`config.mk`:
```
export PLATFORM = sky130hd
export DESIGN_NAME = det_matrix_loader_flat
export DESIGN_NICKNAME = d
export VERILOG_FILES = /design/src/rtl/det_matrix_loader_pkg.sv /design/src/rtl/det_matrix_loader_if.sv /design/src/rtl/det_matrix_loader.sv /design/src/flat_wrapper.sv
export SDC_FILE = /design/constraint.sdc
export NUM_CORES = 1
export LEC_CHECK = 0
export CORE_MARGIN = 5
export CORE_UTILIZATION = 46
export CTS_BUF_LIST = sky130_fd_sc_hd__clkbuf_4 sky130_fd_sc_hd__clkbuf_8
export DETAILED_ROUTE_END_ITERATION = 10
export GPL_TIMING_DRIVEN = 1
export PLACE_DENSITY = 0.88
export SETUP_SLACK_MARGIN = 0.4
export SYNTH_ARGS = -nofsm -noshare
export SYNTH_HDL_FRONTEND = slang
export SYNTH_SLANG_ARGS = --single-unit
```
`constraint.sdc`:
```
create_clock -name clk -period 2.3 [get_ports clk]
set_clock_uncertainty 0.15 [all_clocks]
set_input_delay 0.69 -clock clk [delete_from_list [all_inputs] [get_ports clk]]
set_output_delay 0.69 -clock clk [all_outputs]
set_load 0.1 [all_outputs]
```
`src/rtl/det_matrix_loader_pkg.sv`:
```
// -----------------------------------------------------------------------------
// det_matrix_loader_pkg
// Shared definitions for the determinant front-end loader, the ULA wrapper and
// the testbench: element/matrix widths, size codes, loader state encoding and
// a helper that maps a size code to the index of its last element.
// -----------------------------------------------------------------------------
package det_matrix_loader_pkg;

    // Signed element width and largest matrix the bus is dimensioned for.
    localparam int unsigned ELEM_W  = 8;
    localparam int unsigned MAX_DIM = 5;
    localparam int unsigned MAT_W   = MAX_DIM * MAX_DIM * ELEM_W;

    // The loader only fills up to 4x4, so 16 byte lanes and a 4-bit index suffice.
    localparam int unsigned IDX_W      = 4;
    localparam int unsigned LOAD_LANES = 16;

    // Size codes shared with the ULA.
    typedef enum logic [1:0] {
        SZ_2X2 = 2'b00,
        SZ_3X3 = 2'b01,
        SZ_4X4 = 2'b10,
        SZ_BAD = 2'b11
    } size_e;

    // Loader FSM states.
    typedef enum logic [1:0] {
        ST_IDLE = 2'b00,
        ST_LOAD = 2'b01,
        ST_EVAL = 2'b10,
        ST_DONE = 2'b11
    } state_e;

    // Index of the final element for a supported size (N*N-1).
    function automatic logic [IDX_W-1:0] last_idx(input logic [1:0] size);
        logic [IDX_W-1:0] idx;
        unique case (size)
            SZ_2X2:  idx = IDX_W'(3);
            SZ_3X3:  idx = IDX_W'(8);
            default: idx = IDX_W'(15);
        endcase
        return idx;
    endfunction

endpackage

```
`src/rtl/det_matrix_loader_if.sv`:
```
// -----------------------------------------------------------------------------
// det_matrix_loader_if
// Groups the loader's host handshake, ULA bus and result signals.
//   master : host/command side (drives start, size_in, in_valid, in_data) plus
//            the ULA return path (det_in, ovf_in); observes everything else.
//   slave  : the loader itself.
// Signals:
//   start, size_in         transaction request and size code
//   in_valid, in_data      element byte stream, in_ready back-pressure
//   matriz, tamanho_matriz packed matrix and size code towards the ULA
//   det_in, ovf_in         ULA determinant and overflow
//   busy, done             transaction status / one-cycle completion pulse
//   result, result_ovf     captured determinant and overflow
//   size_err               last start requested the unsupported size
// -----------------------------------------------------------------------------
interface det_matrix_loader_if;
    import det_matrix_loader_pkg::*;

    logic                     start;
    logic [1:0]               size_in;
    logic                     in_valid;
    logic [ELEM_W-1:0]        in_data;
    logic                     in_ready;
    logic [MAT_W-1:0]         matriz;
    logic [1:0]               tamanho_matriz;
    logic [ELEM_W-1:0]        det_in;
    logic                     ovf_in;
    logic                     busy;
    logic                     done;
    logic [ELEM_W-1:0]        result;
    logic                     result_ovf;
    logic                     size_err;

    modport master (
        output start, size_in, in_valid, in_data, det_in, ovf_in,
        input  in_ready, matriz, tamanho_matriz, busy, done, result, result_ovf, size_err
    );

    modport slave (
        input  start, size_in, in_valid, in_data, det_in, ovf_in,
        output in_ready, matriz, tamanho_matriz, busy, done, result, result_ovf, size_err
    );

endinterface

```
`src/rtl/det_matrix_loader.sv`:
```
// -----------------------------------------------------------------------------
// det_matrix_loader
// Front end of the combinational determinant ULA. A start in IDLE latches the
// size code, then element bytes are accepted one per handshake and packed
// densely (element i at bits [8i+7:8i]) into the registered matrix bus. One
// settle cycle later the ULA's det/overflow are captured and done pulses.
// Ports:
//   clk  system clock, rising edge
//   rst  synchronous active-high reset
//   bus  det_matrix_loader_if.slave (handshake, ULA bus, results)
// -----------------------------------------------------------------------------
module det_matrix_loader
    import det_matrix_loader_pkg::*;
(
    input  logic                clk,
    input  logic                rst,
    det_matrix_loader_if.slave  bus
);

    state_e            state_q, state_d;
    logic [IDX_W-1:0]  idx_q, idx_d;
    logic [1:0]        size_q, size_d;
    logic [MAT_W-1:0]  matriz_q, matriz_d;
    logic [ELEM_W-1:0] result_q, result_d;
    logic              result_ovf_q, result_ovf_d;
    logic              size_err_q, size_err_d;

    // -------------------------------------------------------------------------
    // Next-state logic
    // -------------------------------------------------------------------------
    always_comb begin
        state_d      = state_q;
        idx_d        = idx_q;
        size_d       = size_q;
        matriz_d     = matriz_q;
        result_d     = result_q;
        result_ovf_d = result_ovf_q;
        size_err_d   = size_err_q;

        unique case (state_q)
            ST_IDLE: begin
                // A byte offered together with start is deliberately not consumed.
                if (bus.start) begin
                    if (bus.size_in == SZ_BAD) begin
                        size_err_d = 1'b1;
                        result_d   = '0;
                        state_d    = ST_DONE;
                    end else begin
                        size_d       = bus.size_in;
                        matriz_d     = '0;
                        result_d     = '0;
                        result_ovf_d = 1'b0;
                        size_err_d   = 1'b0;
                        idx_d        = '0;
                        state_d      = ST_LOAD;
                    end
                end
            end

            ST_LOAD: begin
                if (bus.in_valid) begin
                    // Byte-lane write; lanes above 15 are never addressed and stay 0.
                    for (int i = 0; i < LOAD_LANES; i++) begin
                        if (idx_q == IDX_W'(i)) begin
                            matriz_d[i*ELEM_W +: ELEM_W] = bus.in_data;
                        end
                    end
                    idx_d = idx_q + IDX_W'(1);
                    if (idx_q == last_idx(size_q)) begin
                        state_d = ST_EVAL;
                    end
                end
            end

            ST_EVAL: begin
                // matriz has been registered for a full cycle, so the ULA has settled.
                result_d     = bus.det_in;
                result_ovf_d = bus.ovf_in;
                state_d      = ST_DONE;
            end

            ST_DONE: begin
                state_d = ST_IDLE;
            end

            default: begin
                state_d = ST_IDLE;
            end
        endcase
    end

    // -------------------------------------------------------------------------
    // State registers
    // -------------------------------------------------------------------------
    always_ff @(posedge clk) begin
        if (rst) begin
            state_q      <= ST_IDLE;
            idx_q        <= '0;
            size_q       <= SZ_2X2;
            matriz_q     <= '0;
            result_q     <= '0;
            result_ovf_q <= 1'b0;
            size_err_q   <= 1'b0;
        end else begin
            state_q      <= state_d;
            idx_q        <= idx_d;
            size_q       <= size_d;
            matriz_q     <= matriz_d;
            result_q     <= result_d;
            result_ovf_q <= result_ovf_d;
            size_err_q   <= size_err_d;
        end
    end

    // -------------------------------------------------------------------------
    // Outputs: status flags decode straight from the state register.
    // -------------------------------------------------------------------------
    assign bus.in_ready       = (state_q == ST_LOAD);
    assign bus.busy           = (state_q != ST_IDLE);
    assign bus.done           = (state_q == ST_DONE);
    assign bus.matriz         = matriz_q;
    assign bus.tamanho_matriz = size_q;
    assign bus.result         = result_q;
    assign bus.result_ovf     = result_ovf_q;
    assign bus.size_err       = size_err_q;

endmodule
```
`src/flat_wrapper.sv`:
```
// flat-port wrapper written by rule: the top's interface ports become plain ports
module det_matrix_loader_flat import det_matrix_loader_pkg::*;
  (clk, rst, bus_start, bus_size_in, bus_in_valid, bus_in_data, bus_det_in, bus_ovf_in, bus_in_ready, bus_matriz, bus_tamanho_matriz, bus_busy, bus_done, bus_result, bus_result_ovf, bus_size_err);
  det_matrix_loader_if bus_i ();
  input  logic clk;
  input  logic rst;
  input wire logic [$bits(bus_i.start)-1:0] bus_start;
  input wire logic [$bits(bus_i.size_in)-1:0] bus_size_in;
  input wire logic [$bits(bus_i.in_valid)-1:0] bus_in_valid;
  input wire logic [$bits(bus_i.in_data)-1:0] bus_in_data;
  input wire logic [$bits(bus_i.det_in)-1:0] bus_det_in;
  input wire logic [$bits(bus_i.ovf_in)-1:0] bus_ovf_in;
  output wire logic [$bits(bus_i.in_ready)-1:0] bus_in_ready;
  output wire logic [$bits(bus_i.matriz)-1:0] bus_matriz;
  output wire logic [$bits(bus_i.tamanho_matriz)-1:0] bus_tamanho_matriz;
  output wire logic [$bits(bus_i.busy)-1:0] bus_busy;
  output wire logic [$bits(bus_i.done)-1:0] bus_done;
  output wire logic [$bits(bus_i.result)-1:0] bus_result;
  output wire logic [$bits(bus_i.result_ovf)-1:0] bus_result_ovf;
  output wire logic [$bits(bus_i.size_err)-1:0] bus_size_err;
  assign bus_i.start = bus_start;
  assign bus_i.size_in = bus_size_in;
  assign bus_i.in_valid = bus_in_valid;
  assign bus_i.in_data = bus_in_data;
  assign bus_i.det_in = bus_det_in;
  assign bus_i.ovf_in = bus_ovf_in;
  assign bus_in_ready = bus_i.in_ready;
  assign bus_matriz = bus_i.matriz;
  assign bus_tamanho_matriz = bus_i.tamanho_matriz;
  assign bus_busy = bus_i.busy;
  assign bus_done = bus_i.done;
  assign bus_result = bus_i.result;
  assign bus_result_ovf = bus_i.result_ovf;
  assign bus_size_err = bus_i.size_err;
  det_matrix_loader u_core (.clk(clk), .rst(rst), .bus(bus_i));
endmodule
```
==> results.md <==
- Slew of the pin with the lowest slew margin: roughly 0.7 ns
- Sequential cell area fraction in the yosys report: 45.0%
- Sw frac: 44.2%
- Yosys reg bits: 146
- Layout cells sized above 1: 57.7%
- Aggregate global-route resource usage: 31.3%
- Final setup TNS: 0 ns
- Clock-pin slew on the worst setup and hold paths: 0.10 ns
- Combinational Power Share: 52.1%
- Initial Utilization: 46.8%
- Die height: 129 um
- Reg power frac: 27.1%
- Power per cell area: 840 mW/mm^2
- Avg Vias per Cell: 6.17
- Minimum clock period: 2.27 ns
- CTS tree: done
- GP Congestion: 0.817
- Arr. time, crit path: 2.51 ns
- Global-route wire length before repair: 39,100 um
- CTS Buf Count: 17
- Dpl hpwl: 14,300 um
- Fin. max-slew vios: 0
- Max-slew headroom: 52.5%
- Share of synthesized flip-flops with an asynchronous set or reset: 0%
- # diodes: 0
- DR iter-0 viols: about 650
- Final Net Count: 908
- HP Class: reg2reg
- Per-cell routed wire length: 29.8 um
- Fill cells: 521
- Vias in the first global route: 6,307
- Yosys top cell by area: dfxtp_1
- Die area: approximately 0.017 mm^2
- Critical Path Start Type: flop
- Fmax: 0.441 GHz
- Area grow syn2layout: 84.9%
- Synth Flop Type: dfxtp_1
- Max_cap viols: 0
- Yosys warnings: 0
- Routed Antenna Nets: 0
- CP Capture Type: flop
- Path depth of the worst reg2reg path: 8
- Initial antenna violation count: 0
- Share of the synthesized area in the top cell type: 45.0%
- Crit Path Max Fanout: 8
- Most frequent cell after synthesis: nor2_1
- First-pass iteration count of the detailed router: 5
- Post-synth EDFFs: 0
- Die X: roughly 130 um
- Placed cells: 966
- H-tree depth: 4
- CTS root buf: clkbuf_8
- Most frequent cells after synthesis: nor2_1, dfxtp_1, a31o_1, buf_4, a31o_2
- Largest net degree at the start of global routing: between 40 and 50
- Power share of the clock group: 20.8%
- Worst vdd ir: 616 uV
- Final setup fails: 0
- RSZ-0062 raised after global routing: true
- Mapped Area: 0.00649 mm^2
- Leak: 0.00466 uW
- Clk sinks: about 150
- Site Rows: 43
- Outcome: complete, no violations
- CTS Buffer Depth: 2
- WP data required: 2.55 ns
- P_sw: around 4500 uW
- Syn avg cell area: ~10 um^2
- Fin cells: about 1,100
- Internal: ~5600 uW
- Total number of vias: roughly 6,600
- Util after Layout: 86.4%
- Yosys cell types: 41
- Worst-Skew Late Latency: between 0.4 and 0.5 ns
- CTS Hold Bufs: 0
- Detailed-route DRC error count: 0
- Hold Path Stages: 1
- Global route overflow: 0
- Ranking of synthesized cells by area: dfxtp_1, a31o_1, buf_4, nor2_1, o2111ai_4
- I/O Buffers: 165
- Final Hold Viols: 0
- # IOs: 238
- Core box area: 0.0139 mm^2
- Post-Syn Instances: 634
- Type of the worst setup path: reg2reg
- Worst hold slack: 0.359 ns
- Period Utilization, post-route: 98.6%
- DRT Wirelength: 31,900 um
## registers in the layout, indices dropped and copies added, names as in the netlist
signal	count
u_core.bus.size_err	1
u_core.bus.matriz	128
u_core.bus.result	8
u_core.bus.result_ovf	1
u_core.bus.tamanho_matriz	2
u_core.state_q	2
u_core.idx_q	4
## kinds of logic (layout without fill, tap and decap cells)
kind of cell | Yosys count | in the layout | synth area share (%)
mux | 4 | 6 | 0.694
simple gates | 177 | 177 | 11.0
fa+ha+maj | 9 | 9 | 1.74
xor+xnor | 3 | 3 | 0.405
buf+inv | 127 | 305 | 14.7
compound gates | 167 | 171 | 26.4
other cells | 1 | 72 | 0.0578
flops | 146 | 146 | 45.0
## metal layers
| metal | up-vias | track usage, % | routed length [um] |
|---|---|---|---|
| li1 | 2606 | - | - |
| met1 | 3195 | 33.6 | 10800 |
| met2 | 601 | 53.7 | 15300 |
| met3 | 197 | 11.3 | 3780 |
| met4 | 0 | 16.9 | 2060 |
| met5 | - | 0 | 0 |
## power by group through the flow
stage | logic, uW | registers [uW] | clock network [uW]
after floorplan | 2120 | 3090 | 0
after global placement | 2980 | 2760 | 0
after detailed placement | 3040 | 2760 | 0
after CTS | 4480 | 2710 | 2020
after global routing | 5300 | 2740 | 2190
final | 5250 | 2730 | 2090
## worst paths after layout
path / startpoint / to / slack, ns
max: u_core.state_q[0] / u_core.bus.matriz[12] / 0.03
min: u_core.bus.matriz[51] / u_core.bus.matriz[51] / 0.36
max reg2reg: u_core.state_q[0] / u_core.bus.matriz[12] / 0.03
min reg2reg: u_core.bus.matriz[51] / u_core.bus.matriz[51] / 0.36
## through the flow
stage          total power (uW)  setup WS (ns)  area [um^2]
6_report                  10100         0.0329        12000
3_5_place_dp               5800         -0.338         9730
2_1_floorplan              5210          0.224         6790
3_3_place_gp               5730         -0.256         9730
5_1_grt                   10200         0.0506        12000
4_1_cts                    9220          0.146        11300
## critical path, stage by stage, from the launching register on
cell	delay (ns)
dfxtp_4	0.39
buf_12	0.13
ha_4	0.18
buf_6	0.14
mux2_4	0.29
buf_6	0.18
o2111ai_4	0.25
nor2_1	0.33
a31o_1	0.17
## layout make-up
class	instances	area, um^2	share of cell area, %
clock inverters	13	125	1.04
clock buffers	19	262	2.18
well taps	180	225	1.88
repair buffers	267	4770	39.7
multi-input cells	438	3450	28.8
inverters	6	32.5	0.271
flip-flops and latches	146	3130	26.1
## repair_timing
item	in CTS	in global routing
endpoints found under the setup margin	218	282
hold endpoints to repair	0	0
pin swaps	21	33
cloned	21	5
gates resized for setup	71	200
buffers inserted	33	12
## cells in the final DEF (no fill, tap or decap), types with 4 or more instances in the layout
| master | netlist | routed |
|---|---|---|
| buf_12 | 2 | 177 |
| nand2_1 | 11 | 10 |
| inv_6 | 0 | 5 |
| a31o_4 | 0 | 26 |
| a31o_2 | 32 | 9 |
| o2111ai_4 | 16 | 20 |
| conb_1 | 1 | 72 |
| clkbuf_8 | 0 | 19 |
| clkdlybuf4s50_1 | 0 | 18 |
| nor2_1 | 149 | 128 |
| a31o_1 | 97 | 94 |
| buf_6 | 18 | 15 |
| clkinvlp_4 | 0 | 4 |
| nor2_2 | 1 | 16 |
| ha_2 | 0 | 4 |
| a22oi_1 | 8 | 8 |
| clkbuf_16 | 0 | 5 |
| buf_16 | 0 | 16 |
| dfxtp_1 | 146 | 11 |
| nor2_4 | 0 | 6 |
| dfxtp_2 | 0 | 119 |
| dfxtp_4 | 0 | 16 |
| buf_4 | 75 | 30 |
Note: power is estimated with default switching activity, not from simulation.
==> edit (config.mk and constraints unchanged) <==
The 4 states of `state_e` get a one-hot encoding in 4 bits.
--- a/src/rtl/det_matrix_loader_pkg.sv
+++ b/src/rtl/det_matrix_loader_pkg.sv
@@ -25,9 +25,9 @@
 
     // Loader FSM states.
-    typedef enum logic [1:0] {
-        ST_IDLE = 2'b00,
-        ST_LOAD = 2'b01,
-        ST_EVAL = 2'b10,
-        ST_DONE = 2'b11
+    typedef enum logic [3:0] {
+        ST_IDLE = 4'b0001,
+        ST_LOAD = 4'b0010,
+        ST_EVAL = 4'b0100,
+        ST_DONE = 4'b1000
     } state_e;
 
Behaviour: same outputs for any inputs over 4 cycles, from zero or initial values and one cycle with rst high; so few cycles prove little.
==> edit against the unedited design <==
- the run now ends with negative setup slack left
- worst hold slack worse by 0.030 ns
- routed wire length is 26% lower
- critical endpoint is now bus_busy
- cell area is 6.7% lower
- sequential cell count is 2 higher
- synthesized area is 1.6% lower
- die area is 1.5% lower
- setup slack worse by 0.086 ns
Power is not compared: it rests on default switching activity, and its combinational part moved more than twofold at a synthesized area within 25%.
==> edit: results (changes against the unedited design) <==
stage;metric;value;unit;change
status;status;finished with violations;;
status;violations;negative setup slack;;
global_route;track_usage;26.6;%;-4.8 points
placement;portBuffers;165;;unchanged
critical_path;cp-start-kind;flip-flop;;
clocking;htreeDepth;4;;unchanged
power_and_ir_drop;ir_drop;0.526;mV;
synth;ys.flop_type;dfxtp_1;;
power_and_ir_drop;leakage;4.34;nW;
drt;wl_per_cell;22.3;µm;-25%
global_route;grt_max_degree;66;;+57%
clocking;clockBufferDepth;2;;unchanged
finish;largest_reg_flops;128;;unchanged
sta;tns;-0.0842;ns;-0.0842 ns
sta;setup_violations;2;;+2
synth;synthArstFlopShare;0;%;unchanged
clocking;cts_buffers;17;;unchanged
placement;place_inst;999;;+3.4%
finish;instances_no_fill;1054;;-1.4%
global_route;grt_pass1_vias;5640;;-11%
placement;dpl_cell_area;10000;µm²;+3.3%
finish;fillers;667;;+28%
critical_path;crit_arrival;1.51;ns;-1.00 ns
placement;detailed_place_hpwl;14300;µm;about the same
critical_path;critPathLaunch;u_core.state_q[1];;
global_route;antenna_found_initial;0;;unchanged
sta;setup_slack;-0.0530;ns;-0.0859 ns
synth;synthTopCellsByArea;dfxtp_1 46%, mux2i_1 20%, nand2_1 8.7%;;
clocking;path_clk_slew;0.07;ns;-0.03 ns
synth;synth_cells;642;;+1.3%
critical_path;rr_startpoint;u_core.state_q[3];;
finish;drive_above_1_share;52.9;%;-4.8 points
synth;synth_fa_ha_area_share;0.784;%;-0.95 points
finish;n_antenna_cell;0;;unchanged
synth;synthMuxAreaShare;20.1;%;+19 points
drt;dr.pass1.iters;5;;unchanged
placement;gp_congestion;0.847;;+3.7%
synth;ys_seq_area_share;46.4;%;+1.4 points
drt;via_per_inst;5.28;;-15%
placement;dp_slack;-0.0786;ns;+0.259 ns
clocking;cts_root_buf;clkbuf_8;;
drt;drtIter0Drc;342;;-47%
synth;synth-compound-area-share;6.51;%;-20 points
global_route;grt_first_pass_wirelength;33100;µm;-15%
finish;final_nets;890;;-2.0%
synth;synth_cell_types;40;;-2.4%
critical_path;worstPathMaxFanout;5;;-3
clocking;clk_latency;0.47;ns;
min_path;hold_path_class;flip-flop to flip-flop;;
synth;synth-warning-count;0;;unchanged
synth;synthXorXnorAreaFrac;0;%;-0.40 points
min_path;min-delay-start;u_core.bus.matriz[20];;
synth;yosys-top-cells-count;148 x dfxtp_1, 148 x nand2_1, 128 x mux2i_1;;
edit: cell types whose count changed in the layout (fill, tap and decap cells not counted), moves of 15 or more:
cell / unedited run / this run
a31o_4: 26 / 0
nor2_1: 128 / 5
a31o_1: 94 / 0
nand4_1: 1 / 17
nand2_1: 10 / 146
o2111ai_4: 20 / 0
nor2_2: 16 / 0
mux2i_2: 0 / 22
a21oi_4: 1 / 16
mux2i_1: 3 / 99
edit: power breakdown:
part	switching, W	internal [W]
registers	0.0000632	0.00260
logic	0.00151	0.000943
clock network	0.000998	0.000996
edit: final cells by class:
cell class              instances  area [µm²]  area share (%)
clock buffers                  20         263            2.35
clock inverters                10         108           0.961
inverters                       7        42.5           0.380
multi-input cells             450        3230            28.8
flip-flops and latches        148        3180            28.4
well taps                     180         225            2.01
repair buffers                239        4160            37.1
edit: per-layer routing:
metal / vias to the layer above / part of all wire [%] / GRT usage (%)
li1: 2480 / - / -
met1: 2727 / 35 / 28.9
met2: 289 / 52 / 46.9
met3: 64 / 8.6 / 9.38
met4: 0 / 3.8 / 10.8
met5: - / 0 / 0
edit: what timing repair did:
action	4_1_cts	5_1_grt
gates cloned	4	0
pin swaps	17	18
setup endpoints to repair	227	194
resized for setup	123	107
hold buffers	0	0
buffers inserted	9	12
edit: worst max-delay path, cell delays in order, from the launching register on:
cell	delay [ns]
dfxtp_4	0.37
nor4b_4	0.29
bufinv_8	0.23
buf_12	0.15
edit: path summary, 6_finish.rpt:
path | end | slack, ns | cells past startpoint
setup / recovery | bus_busy | -0.05 | 3
hold / removal | u_core.bus.matriz[20] | 0.33 | 2
setup reg to reg | u_core.bus.matriz[6] | 0.02 | 9
hold reg to reg | u_core.bus.matriz[20] | 0.33 | 2
